File: config.mk
export PLATFORM = sky130hd
export DESIGN_NAME = v_fxp_round_wb
export DESIGN_NICKNAME = d
export VERILOG_FILES = /design/src/rtl/v_fxp_round_wb.sv
export SDC_FILE = /design/constraint.sdc
export NUM_CORES = 1
export LEC_CHECK = 0
export ABC_CLOCK_PERIOD_IN_PS = 12000
export BUFFER_PORTS_ARGS = -buffer_cell sky130_fd_sc_hd__buf_2
export CORE_AREA = 2 2 273 275
export CTS_CLUSTER_SIZE = 28
export DETAILED_ROUTE_END_ITERATION = 10
export DIE_AREA = 0 0 275 277
export PLACE_DENSITY = 0.73
export SKIP_CTS_REPAIR_TIMING = 1
export SLEW_MARGIN = 5
export SYNTH_ARGS = -nofsm -noshare
export SYNTH_HDL_FRONTEND = slang
export SYNTH_SLANG_ARGS = --single-unit
File: constraint.sdc
create_clock -name clk -period 12 [get_ports clk]
set_input_delay 2.4 -clock clk [delete_from_list [all_inputs] [get_ports clk]]
set_output_delay 2.4 -clock clk [all_outputs]
set_load 0.005 [all_outputs]
File: src/rtl/v_fxp_round_wb.sv
// v_fxp_round_wb: vxrm rounding of averaging-add beats, then a result FIFO toward the VRF write port.
// Define VFXP_ROUND_EN to build the rounding datapath; without it every beat passes bit-exact.
module v_fxp_round_wb #(
  parameter int DATA_WIDTH   = 64,
  parameter int ADDR_WIDTH   = 32,
  parameter int BE_WIDTH     = DATA_WIDTH/8,
  parameter int FIFO_DEPTH   = 8,
  parameter int AFULL_MARGIN = 6
) (
  input  logic                  clk,
  input  logic                  rst,
  input  logic                  in_valid,
  input  logic [DATA_WIDTH-1:0] in_vec,
  input  logic [ADDR_WIDTH-1:0] in_addr,
  input  logic [BE_WIDTH-1:0]   in_be,
  input  logic                  in_mask,
  input  logic                  in_fxp,
  input  logic [BE_WIDTH-1:0]   in_vd,
  input  logic [BE_WIDTH-1:0]   in_vd1,
  input  logic [1:0]            in_sew,
  input  logic [1:0]            in_vxrm,
  output logic                  out_valid,
  input  logic                  out_ready,
  output logic [DATA_WIDTH-1:0] out_vec,
  output logic [ADDR_WIDTH-1:0] out_addr,
  output logic [BE_WIDTH-1:0]   out_be,
  output logic                  out_mask,
  output logic                  out_afull,
  output logic                  err_overflow
);

  localparam int PW = $clog2(FIFO_DEPTH);
  localparam int CW = PW + 1;
  localparam logic [CW-1:0] DEPTH_C = CW'(FIFO_DEPTH);
  localparam logic [CW-1:0] AFULL_C = CW'(FIFO_DEPTH - AFULL_MARGIN);

  logic [DATA_WIDTH-1:0] s1_in_vec;

`ifdef VFXP_ROUND_EN
  function automatic logic round_inc(input logic vd, input logic vd1, input logic [1:0] vxrm);
    case (vxrm)
      2'd0:    return vd1;
      2'd1:    return vd1 & vd;
      2'd2:    return 1'b0;
      default: return vd1 & ~vd;
    endcase
  endfunction

  logic [DATA_WIDTH-1:0] sum8, sum16, sum32, sum64, rounded;

  // One adder set per element width; each element adds its own increment so carries never cross lanes.
  always_comb begin
    sum8    = in_vec;
    sum16   = in_vec;
    sum32   = in_vec;
    sum64   = in_vec;
    rounded = in_vec;
    for (int e = 0; e < DATA_WIDTH/8; e++)
      sum8[e*8 +: 8] = in_vec[e*8 +: 8] + {7'd0, round_inc(in_vd[e], in_vd1[e], in_vxrm)};
    for (int e = 0; e < DATA_WIDTH/16; e++)
      sum16[e*16 +: 16] = in_vec[e*16 +: 16] + {15'd0, round_inc(in_vd[e*2], in_vd1[e*2], in_vxrm)};
    for (int e = 0; e < DATA_WIDTH/32; e++)
      sum32[e*32 +: 32] = in_vec[e*32 +: 32] + {31'd0, round_inc(in_vd[e*4], in_vd1[e*4], in_vxrm)};
    for (int e = 0; e < DATA_WIDTH/64; e++)
      sum64[e*64 +: 64] = in_vec[e*64 +: 64] + {63'd0, round_inc(in_vd[e*8], in_vd1[e*8], in_vxrm)};
    case (in_sew)
      2'd0:    rounded = sum8;
      2'd1:    rounded = sum16;
      2'd2:    rounded = sum32;
      default: rounded = sum64;
    endcase
    s1_in_vec = (in_fxp && !in_mask) ? rounded : in_vec;
  end
`else
  logic unused_round;
  assign s1_in_vec    = in_vec;
  assign unused_round = ^{in_vd, in_vd1, in_vxrm, in_sew, in_fxp};
`endif

  logic                  s1_valid;
  logic [DATA_WIDTH-1:0] s1_vec;
  logic [ADDR_WIDTH-1:0] s1_addr;
  logic [BE_WIDTH-1:0]   s1_be;
  logic                  s1_mask;

  always_ff @(posedge clk) begin
    if (rst) begin
      s1_valid <= 1'b0;
      s1_vec   <= '0;
      s1_addr  <= '0;
      s1_be    <= '0;
      s1_mask  <= 1'b0;
    end else begin
      s1_valid <= in_valid;
      if (in_valid) begin
        s1_vec  <= s1_in_vec;
        s1_addr <= in_addr;
        s1_be   <= in_be;
        s1_mask <= in_mask;
      end
    end
  end

  logic [DATA_WIDTH-1:0] mem_vec  [FIFO_DEPTH];
  logic [ADDR_WIDTH-1:0] mem_addr [FIFO_DEPTH];
  logic [BE_WIDTH-1:0]   mem_be   [FIFO_DEPTH];
  logic                  mem_mask [FIFO_DEPTH];

  logic [PW-1:0] wr_ptr, rd_ptr, rd_ptr_nxt;
  logic [CW-1:0] count, count_nxt;
  logic          full, pop, push, head_load, head_from_s1;

  assign full       = (count == DEPTH_C);
  assign out_valid  = (count != '0);
  assign out_afull  = (count >= AFULL_C);
  assign pop        = out_valid & out_ready;
  assign push       = s1_valid & (~full | pop);
  assign rd_ptr_nxt = pop ? rd_ptr + PW'(1) : rd_ptr;

  always_comb begin
    count_nxt = count;
    case ({push, pop})
      2'b10:   count_nxt = count + CW'(1);
      2'b01:   count_nxt = count - CW'(1);
      default: count_nxt = count;
    endcase
  end

  // The next head is the beat being pushed only when it lands in the slot the read pointer moves to.
  assign head_load    = (count_nxt != '0);
  assign head_from_s1 = push && (rd_ptr_nxt == wr_ptr);

  always_ff @(posedge clk) begin
    if (push) begin
      mem_vec[wr_ptr]  <= s1_vec;
      mem_addr[wr_ptr] <= s1_addr;
      mem_be[wr_ptr]   <= s1_be;
      mem_mask[wr_ptr] <= s1_mask;
    end
  end

  always_ff @(posedge clk) begin
    if (rst) begin
      wr_ptr       <= '0;
      rd_ptr       <= '0;
      count        <= '0;
      err_overflow <= 1'b0;
      out_vec      <= '0;
      out_addr     <= '0;
      out_be       <= '0;
      out_mask     <= 1'b0;
    end else begin
      if (push)
        wr_ptr <= wr_ptr + PW'(1);
      rd_ptr <= rd_ptr_nxt;
      count  <= count_nxt;
      if (s1_valid && full && !pop)
        err_overflow <= 1'b1;
      if (head_load) begin
        out_vec  <= head_from_s1 ? s1_vec  : mem_vec[rd_ptr_nxt];
        out_addr <= head_from_s1 ? s1_addr : mem_addr[rd_ptr_nxt];
        out_be   <= head_from_s1 ? s1_be   : mem_be[rd_ptr_nxt];
        out_mask <= head_from_s1 ? s1_mask : mem_mask[rd_ptr_nxt];
      end
    end
  end

endmodule
-- Yosys cells after proc, flatten, opt, wreduce, memory -nomap -nowiden
Memories as Yosys holds them, arrays and structs flattened. A register that Yosys moved wholly into a read port is not among the register bits.
Index checks and enable logic that the tools add are counted.
- equal/unequal tests: 3
- $add $sub $neg: 4
- bitwise logic cells: 4
- order comparisons: 1
- shift-type cells: 0
- div/mod/pow operators: 0
- reduce and logical (&&, ||, !) cells: 5
- multipliers: 0
- muxes and demuxes: 4
- operators by type and width (operator ; number):
    one-hot mux 4 bit (2 select lines) ; 1
    nonzero test 4 bit ; 2
    adder 3 x 1 -> 3 bit (second input constant) ; 2
    adder 4 x 1 -> 4 bit (second input constant) ; 1
    == test 4 bit (second input constant) ; 1
    greater-or-equal comparator 4 x 2 -> 1 bit (second input constant) ; 1
    subtractor 4 x 1 -> 4 bit (second input constant) ; 1
    2-to-1 mux 3 bit ; 1
    AND 1 bit ; 2
    == test 2 x 1 -> 1 bit (second input constant) ; 1
    == test 2 bit (second input constant) ; 1
    logical AND 1 bit ; 2
    2-to-1 mux 1 bit ; 2
    logical NOT 1 bit ; 1
    NOT 1 bit ; 1
    bitwise OR 1 bit ; 1
- memories kept: 4
- latch bits: 0
- memory bits (writable): 840
- output and inout port bits: 108
- input bits: 130
- logic and storage cells: 34
- flip-flop bits (word level): 117
- bits in read-only memories: 0
- memory list (memory ; words ; width ; rd ports ; clocked after Yosys merged registers in ; write ports ; line ; source):
    mem_vec ; 8 ; 64 ; 1 ; 1 ; 1 ; 104 ; logic [DATA_WIDTH-1:0] mem_vec [FIFO_DEPTH];
    mem_addr ; 8 ; 32 ; 1 ; 1 ; 1 ; 105 ; logic [ADDR_WIDTH-1:0] mem_addr [FIFO_DEPTH];
    mem_be ; 8 ; 8 ; 1 ; 1 ; 1 ; 106 ; logic [BE_WIDTH-1:0] mem_be [FIFO_DEPTH];
    mem_mask ; 8 ; 1 ; 1 ; 1 ; 1 ; 107 ; logic mem_mask [FIFO_DEPTH];

-- Longest topological paths before layout
Gate-level depths: netlist (run 1).
- word-level depth: 7
- gate-level depth with buffers: 15
- mapped depth without buffers: 10

-- Worst setup path before layout (run 1)
No wires, ideal clock.
- kind: input to register
- start: in out_ready
- end: mem mem_addr[0][0], enable pin
- data arrival time: 10.143 ns
- path buffers: 1
- required time: 11.303 ns
- stages: 5
- path slack: 1.159 ns
- cell sequence: buf_2 > nor2b_1 > a21oi_1 > nand2b_1 > nor3_1
- cells in the longest elaborated chain, start to end: 5
- ends and longest elaborated chain (what ; line ; source):
    from (decl) ; 23 ; input logic out_ready,
    AND 1 bit ; 116 ; assign pop = out_valid & out_ready;
    bitwise OR 1 bit ; 117 ; assign push = s1_valid & (~full | pop);
    AND 1 bit ; 117 ;
    2-to-1 mux 1 bit ; 134 ; if (push) begin
    2-to-1 mux 1 bit (implied by the code) ; 136 ; mem_addr[wr_ptr] <= s1_addr;
    to (decl) ; 105 ;
No other way between the ends.

-- Worst setup path after layout (run 1)
- start: in out_ready
- end: reg out_vec[38], read port of mem_vec
- cells in the longest elaborated chain, start to end: 6
- elaborated cells between the ends (all ways): 8
- ends and longest elaborated chain (what ; line ; source):
    AND 1 bit * ; 116 ;
    bitwise OR 1 bit ; 117 ;
    AND 1 bit ; 117 ;
    == test 2 x 1 -> 1 bit / == test 2 bit (equally long branches) ; 122 ; case ({push, pop})
    one-hot mux 4 bit (2 select lines) ; 122 ;
    nonzero test 4 bit ; 130 ; assign head_load = (count_nxt != '0);
    to (decl) ; 24 ; output logic [DATA_WIDTH-1:0] out_vec,
Mark *: on every way between the ends. The rest lies on a longest branch, timed or not.
A chain may end at the register's enable or synchronous reset.

==> results of run 1 <==
[area by class of cell]
| cell class | instances | area, um^2 | area share (%) |
|---|---|---|---|
| sequential | 1062 | 29670 | 65.18 |
| clock buffer | 156 | 3083 | 6.773 |
| multi-input combinational | 1373 | 9603 | 21.10 |
| timing repair buffer | 258 | 1430 | 3.142 |
| clock inverter | 42 | 504.2 | 1.108 |
| tap | 969 | 1212 | 2.664 |
| inverter | 4 | 15.01 | 0.03299 |
[registers in the layout, summed over array words and instances, names as in the netlist, 4 cells and up]
register  flops
out_be        8
out_vec      64
s1_vec       64
s1_addr      32
mem_addr    256
mem_mask      8
count         4
s1_be         8
mem_vec     512
mem_be       64
out_addr     32
[layout by cell type (no fill, tap or decap), types with 2 or more instances in the layout]
| cell type | synthesis | layout |
|---|---|---|
| a211o_4 | 0 | 2 |
| a211oi_1 | 2 | 2 |
| a21oi_1 | 7 | 7 |
| a221o_1 | 104 | 104 |
| a32oi_1 | 208 | 208 |
| and3_1 | 104 | 104 |
| buf_12 | 0 | 2 |
| buf_2 | 58 | 214 |
| buf_4 | 10 | 41 |
| bufinv_16 | 0 | 11 |
| clkbuf_1 | 103 | 28 |
| clkbuf_16 | 0 | 108 |
| clkbuf_8 | 0 | 20 |
| clkinv_1 | 0 | 7 |
| clkinv_2 | 0 | 17 |
| clkinvlp_4 | 0 | 5 |
| dfxtp_1 | 222 | 222 |
| edfxtp_1 | 840 | 840 |
| ha_1 | 3 | 3 |
| inv_1 | 4 | 4 |
| mux2i_1 | 317 | 317 |
| mux4_2 | 2 | 2 |
| nand2_1 | 431 | 431 |
| nand2b_1 | 7 | 7 |
| nand3_1 | 8 | 8 |
| nand4_1 | 3 | 3 |
| nor2_1 | 121 | 114 |
| nor2_4 | 0 | 7 |
| nor2b_1 | 4 | 4 |
| nor3_1 | 8 | 6 |
| nor3_2 | 0 | 2 |
| o211ai_1 | 3 | 3 |
| o41ai_1 | 3 | 2 |
| or3_1 | 3 | 3 |
| xnor2_1 | 5 | 4 |
| xor2_1 | 4 | 4 |
[synthesized netlist by cell type (2+ instances only)]
| library cell | n |
|---|---|
| nor3_1 | 8 |
| nand2b_1 | 7 |
| or3_1 | 3 |
| buf_1 | 13 |
| a32oi_1 | 208 |
| nor2_1 | 121 |
| nand4_1 | 3 |
| edfxtp_1 | 840 |
| xnor2_1 | 5 |
| and3_1 | 104 |
| mux4_2 | 2 |
| o41ai_1 | 3 |
| a21oi_1 | 7 |
| a221o_1 | 104 |
| inv_1 | 4 |
| dfxtp_1 | 222 |
| a211oi_1 | 2 |
| o211ai_1 | 3 |
| buf_4 | 10 |
| nand2_1 | 431 |
| a211o_1 | 2 |
| mux2i_1 | 317 |
| o221ai_2 | 2 |
| nor2b_1 | 4 |
| nand3_1 | 8 |
| buf_2 | 58 |
| xor2_1 | 4 |
| ha_1 | 3 |
| clkbuf_1 | 103 |
[critical path, cell delays in order]
cell,delay (ns)
buf_2,0.18
o41a_1,0.52
nand2_2,0.15
xnor2_1,0.15
ha_1,0.24
or3_1,0.34
o221ai_2,0.26
nand2_1,0.20
nor2_4,0.70
buf_4,0.59
buf_4,0.81
a221o_1,0.28
[logic make-up after synthesis]
family,after synthesis
mux,320
fa+ha+maj,3
simple gates,695
compound gates,344
flops,1062
buf+inv,189
xor+xnor,11
[layer usage]
layer	vias to the layer above	global-route usage, %	part of all wire [%]
met4	16	6.847	2.1
li1	10521	-	-
met2	1020	41.49	49
met1	12025	33.99	40
met3	186	5.254	8.5
met5	-	0	0.095
[stage by stage]
stage	utilization (%)	instance area [um^2]	hold slack [ns]	power, mW
after CTS	61.87	45520	0.4714	10.43
after detailed placement	56.99	41930	0.4577	7.096
final	61.87	45520	0.4648	10.40
after global placement	56.99	41930	0.4629	6.997
after floorplan	-	39970	0.4605	6.282
after global routing	61.87	45520	0.4949	10.83
[power by group through the flow]
| stage | registers [mW] | logic, mW | clock network (mW) |
|---|---|---|---|
| after CTS | 4.29 | 2.75 | 3.39 |
| final | 4.29 | 2.76 | 3.35 |
| after global routing | 4.31 | 2.98 | 3.54 |
| after global placement | 4.35 | 2.65 | 0 |
| after floorplan | 4.32 | 1.96 | 0 |
| after detailed placement | 4.36 | 2.73 | 0 |
[final timing paths]
check                                          startpoint                         to
worst max-delay path                            out_ready   out_vec[38]$_SDFFE_PP0P_
worst min-delay path            err_overflow$_SDFFE_PP0P_  err_overflow$_SDFFE_PP0P_
worst max register to register        count[1]$_SDFF_PP0_   out_vec[38]$_SDFFE_PP0P_
worst min register to register  err_overflow$_SDFFE_PP0P_  err_overflow$_SDFFE_PP0P_
==> metrics.txt, run 1 <==
Internal=7.184 mW; reg2reg setup slack=6.96 ns; crit path DAT=6.94 ns; die height=277 um; Slew HR=20.09%; xor and xnor fraction of the mapped netlist area=0.2943%; drt first-iter violations=2,319; Total Wirelength=96,660 um; Warnings, synthesis=0; syn nets=2,757; Simple-Gate Fraction of Synth Area=7.395%; Synth area leaders=edfxtp_1, dfxtp_1, mux2i_1; portion of netlist area occupied by mux cells=8.080%; CP required=12.59 ns; Net Sw Power=3.213 mW; status=finished clean; Area Overhead vs Synth=13.89%; CTS sink count=1,062; Final Max Tran Viols=0; die width=275 um; FF-to-FF path depth=11; DP HPWL=47,890 um; Startpoint Class=input port; number of flops mapped to enable cells by yosys=840; minimum clock period=6.350 ns; CP max FO=52; CP endpoint kind=register; Synth Area in Compound Gates=7.833%; Routed Antenna Nets=0; Clock transition at path regs=0.06 ns; f_max=157.5 MHz; top cell type's share of synthesized area=63.11%; clk buf depth=3; Seq cells post-synth=1,062; Slew @ Worst Pin=1.196 ns; H-tree depth=3; CP Class=in2reg; Syn Inst Count=2,624; sw frac=30.90%; worst skew pair latency=0.66 ns; DR WL/cell=25.02 um; residual DRC count=0; Avg Inst Size Synth=15.23 um^2; initial core utilization=54.32%; cell taking the most area after synthesis=edfxtp_1; Async S/R FF share, synth=0%; P per Cell Area=228.4 nW/um^2; final worst slack=5.650 ns; RSZ-0062 raised after global routing=false; Synth Area in Adders=0.09392%; FILL cells=5,293; Pre-antenna DRT Iters=8; Placement Setup Slack=5.106 ns; vias in the first global route=24,025; largest net degree at the start of global routing=193; Die ar.=76,180 um^2; CORE AREA=73,570 um^2; largest family of logic cells by synthesized area=multiplexers; Main synth FF type=edfxtp_1; synthesized area=39,970 um^2; RD Place Congestion=0.7820; Comb pwr share=26.5%; # IOs=238; Tot GR Track Use=25.15%; CTS root buffer=clkbuf_16; LEAKAGE=17.41 nW; maxcap violations=0; drt via density=6.151; share of power burned in registers=41.3%; Seq/Total Area, Yosys=74.23%; Port Buf Inserts=216; final setup vio count=0; first-pass GRT wire length=144,900 um; Hold Vio Cnt, Final=0; final std cells w/o fill=3,864; Setup Skew=0.02337 ns; Rows=100; antenna cells=0; fin crit share=52.92%; CTS tree=done; Clk pwr share=32.2%; fin nets=2,937; Yosys cell types=52; Inst Count DP=3,666; hold crit path type=reg2reg; share of cells above drive strength 1=15.37%; total CTS buffers=105; initial antenna violation count=9; vias=23,768; Fin Setup TNS=0 ns; GR Overflow Total=0; WHS Path Cells=2; maximum VDD drop=0.0003282 V
(Power assumes the default switching activity.)
==> run 2, diff against run 1 <==
Settings changed: ABC_CLOCK_PERIOD_IN_PS 12000 to 6360.
Clock period 12 ns to 6.36 ns, I/O delays scaled along.
==> run 2 against run 1 <==
Effect of this change:
- wire length up 1.0%
- non-clock buffer count up 1
- first-iteration DRC count up 1.0%
- final cell count up 0.16%
- clock skew up 0.0034 ns
- setup slack worse by 3.6 ns
- critical path type unchanged
- critical endpoint is now out_vec[23]$_SDFFE_PP0P_
- largest cell class unchanged
==> metrics.txt, run 2 (same netlist as run 1, synthesis figures left out) <==
Startpoint Class=input port (unchanged); CP max FO=71 (was 52); # IOs=238 (unchanged); CTS tree=done (unchanged); Crit path buffers/inverters=2 (was 3); slowest stage delay, CP=0.86 ns (was 0.81 ns); initial core utilization=54.32% (unchanged); largest net degree at the start of global routing=151 (was 193); CTS sink count=1,062 (unchanged); Min Hold Slack=0.4692 ns (was 0.4648 ns); Rows=100 (unchanged); Tot GR Track Use=25.23% (was 25.15%); fin crit share=67.06%; crit path DAT=4.87 ns (was 6.94 ns); Most flops, register=mem_vec (unchanged); vias in the first global route=23,672 (was 24,025); most common cell after layout, fill and taps aside=edfxtp_1 (unchanged); reg2reg setup slack=2.27 ns (was 6.96 ns); Total Wirelength=97,640 um (was 96,660 um); GR Overflow Total=0 (unchanged); RSZ-0062 raised after global routing=false (unchanged); commonest non-fill, non-tap cells in the layout=edfxtp_1, nand2_1, mux2i_1 (unchanged); minimum clock period=4.265 ns; Fin Setup TNS=0 ns (unchanged); Routed Antenna Nets=0 (unchanged); worst hold endpoint=err_overflow$_SDFFE_PP0P_ (unchanged); Hold Vio Cnt, Final=0 (unchanged); slowest CP cell=buf_4 (unchanged); crit-path leading delay family=compound AO/OA/AOI/OAI gates (was buffers and inverters); drt first-iter violations=2,343 (was 2,319); CP Cell Sequence=buf_2, o41a_1, nand2_2, xnor2_1, ha_1, o41ai_1, o221ai_2, a221oi_4, buf_4, and3_1, a221o_1 (was buf_2, o41a_1, nand2_2, xnor2_1, ha_1, or3_1, o221ai_2, nand2_1, nor2_4, buf_4, buf_4, a221o_1); worst skew pair latency=0.68 ns (was 0.66 ns); die height=277 um (unchanged); Slew @ Worst Pin=1.133 ns (was 1.196 ns); drt via density=6.187 (was 6.151); initial antenna violation count=8 (was 9); RD Place Congestion=0.7656 (was 0.7820); Pre-antenna DRT Iters=7 (was 8); largest registers=mem_vec x512, mem_addr x256 (unchanged); clk buf depth=3 (unchanged); die width=275 um (unchanged); vias=23,942 (was 23,768); Worst Hold Launch=err_overflow$_SDFFE_PP0P_ (unchanged); Port Buf Inserts=216 (unchanged); Slew HR=24.45% (was 20.09%); total CTS buffers=106 (was 105); WHS Path Cells=2 (unchanged); H-tree depth=3 (unchanged); Setup Skew=0.02673 ns (was 0.02337 ns); share of cells above drive strength 1=15.63% (was 15.37%); reg-to-reg startpoint=count[1]$_SDFF_PP0_ (unchanged); CP required=6.97 ns (was 12.59 ns); f_max=234.5 MHz; CTS root buffer=clkbuf_16 (unchanged); LEAKAGE=17.47 nW (was 17.41 nW); Final Max Tran Viols=0 (unchanged); P per Cell Area=432.9 nW/um^2 (was 228.4 nW/um^2); DP HPWL=46,970 um (was 47,890 um); FILL cells=5,307 (was 5,293); Clock transition at path regs=0.06 ns (about the same); Largest register FFs=512 (unchanged); CP Class=in2reg (unchanged); hold crit path type=reg2reg (unchanged); CORE AREA=73,570 um^2 (unchanged); status=finished clean (unchanged); first-pass GRT wire length=144,800 um (was 144,900 um); fin nets=2,939 (was 2,937); CP endpoint kind=register (unchanged); maximum VDD drop=0.0007600 V (was 0.0003282 V); FF-to-FF path depth=10 (was 11); residual DRC count=0 (unchanged); Die ar.=76,180 um^2 (unchanged); final setup vio count=0 (unchanged); R2R Path End=out_vec[23]$_SDFFE_PP0P_ (was out_vec[38]$_SDFFE_PP0P_); DR WL/cell=25.23 um (was 25.02 um); Area Overhead vs Synth=14.33% (was 13.89%); maxcap violations=0 (unchanged)
[run 2: worst reg2reg max path, delay by kind of cell (launching register included)]
kind	cells	cell delay, ns
AOI/OAI and AO/OA	5	1.67
xor gates and xnor gates	1	0.17
adders and majority gates	1	0.25
buffers and inverters	1	0.86
DFF	1	0.59
and+or+nand+nor	2	0.51
[run 2: area by class of cell]
class,instances,area [um^2],share of cell area (%)
diodes,2,5.005,0.01095
clock buffers,144,2969,6.498
clock inverters,57,694.4,1.520
inverters,4,15.01,0.03286
multi-input cells,1373,9615,21.04
flip-flops and latches,1062,29670,64.93
well taps,969,1212,2.653
repair buffers,259,1513,3.311
[run 2: worst max-delay path by stage]
stage / depth (start not counted) / from / slack (ns) / to
3_3_place_gp: 11 / out_ready / 1.66 / out_vec[41]$_SDFFE_PP0P_
3_5_place_dp: 11 / out_ready / 1.43 / out_vec[23]$_SDFFE_PP0P_
4_1_cts: 11 / out_ready / 2.10 / out_vec[23]$_SDFFE_PP0P_
5_1_grt: 12 / out_ready / 1.92 / out_vec[23]$_SDFFE_PP0P_
2_1_floorplan: 5 / out_ready / -0.53 / mem_addr[6][0]$_DFFE_PP_
6_report: 11 / out_ready / 2.09 / out_vec[23]$_SDFFE_PP0P_
[run 2: per-layer routing]
metal	track usage (%)	wire [um]
met1	33.94	39040
met2	41.69	47610
met3	5.471	8691
met4	6.750	2217
met5	0	83
[run 2: report_power, final]
part           internal (mW)  switching (mW)  total [mW]
clock                   3.85            2.60        6.45
combinational           1.96            3.26        5.22
sequential              7.82           0.284        8.10
[run 2: stage by stage]
stage          setup WS, ns  std cells  power (mW)  area, um^2  utilization, %
3_3_place_gp          1.656       3667       13.23       42020           57.12
3_5_place_dp          1.429       3667       13.41       42020           57.12
5_1_grt               1.922       3869       20.53       45690           62.10
4_1_cts               2.103       3868       19.83       45690           62.10
2_1_floorplan       -0.5342       2624       11.85       39980               -
6_report              2.095       3870       19.78       45690           62.11
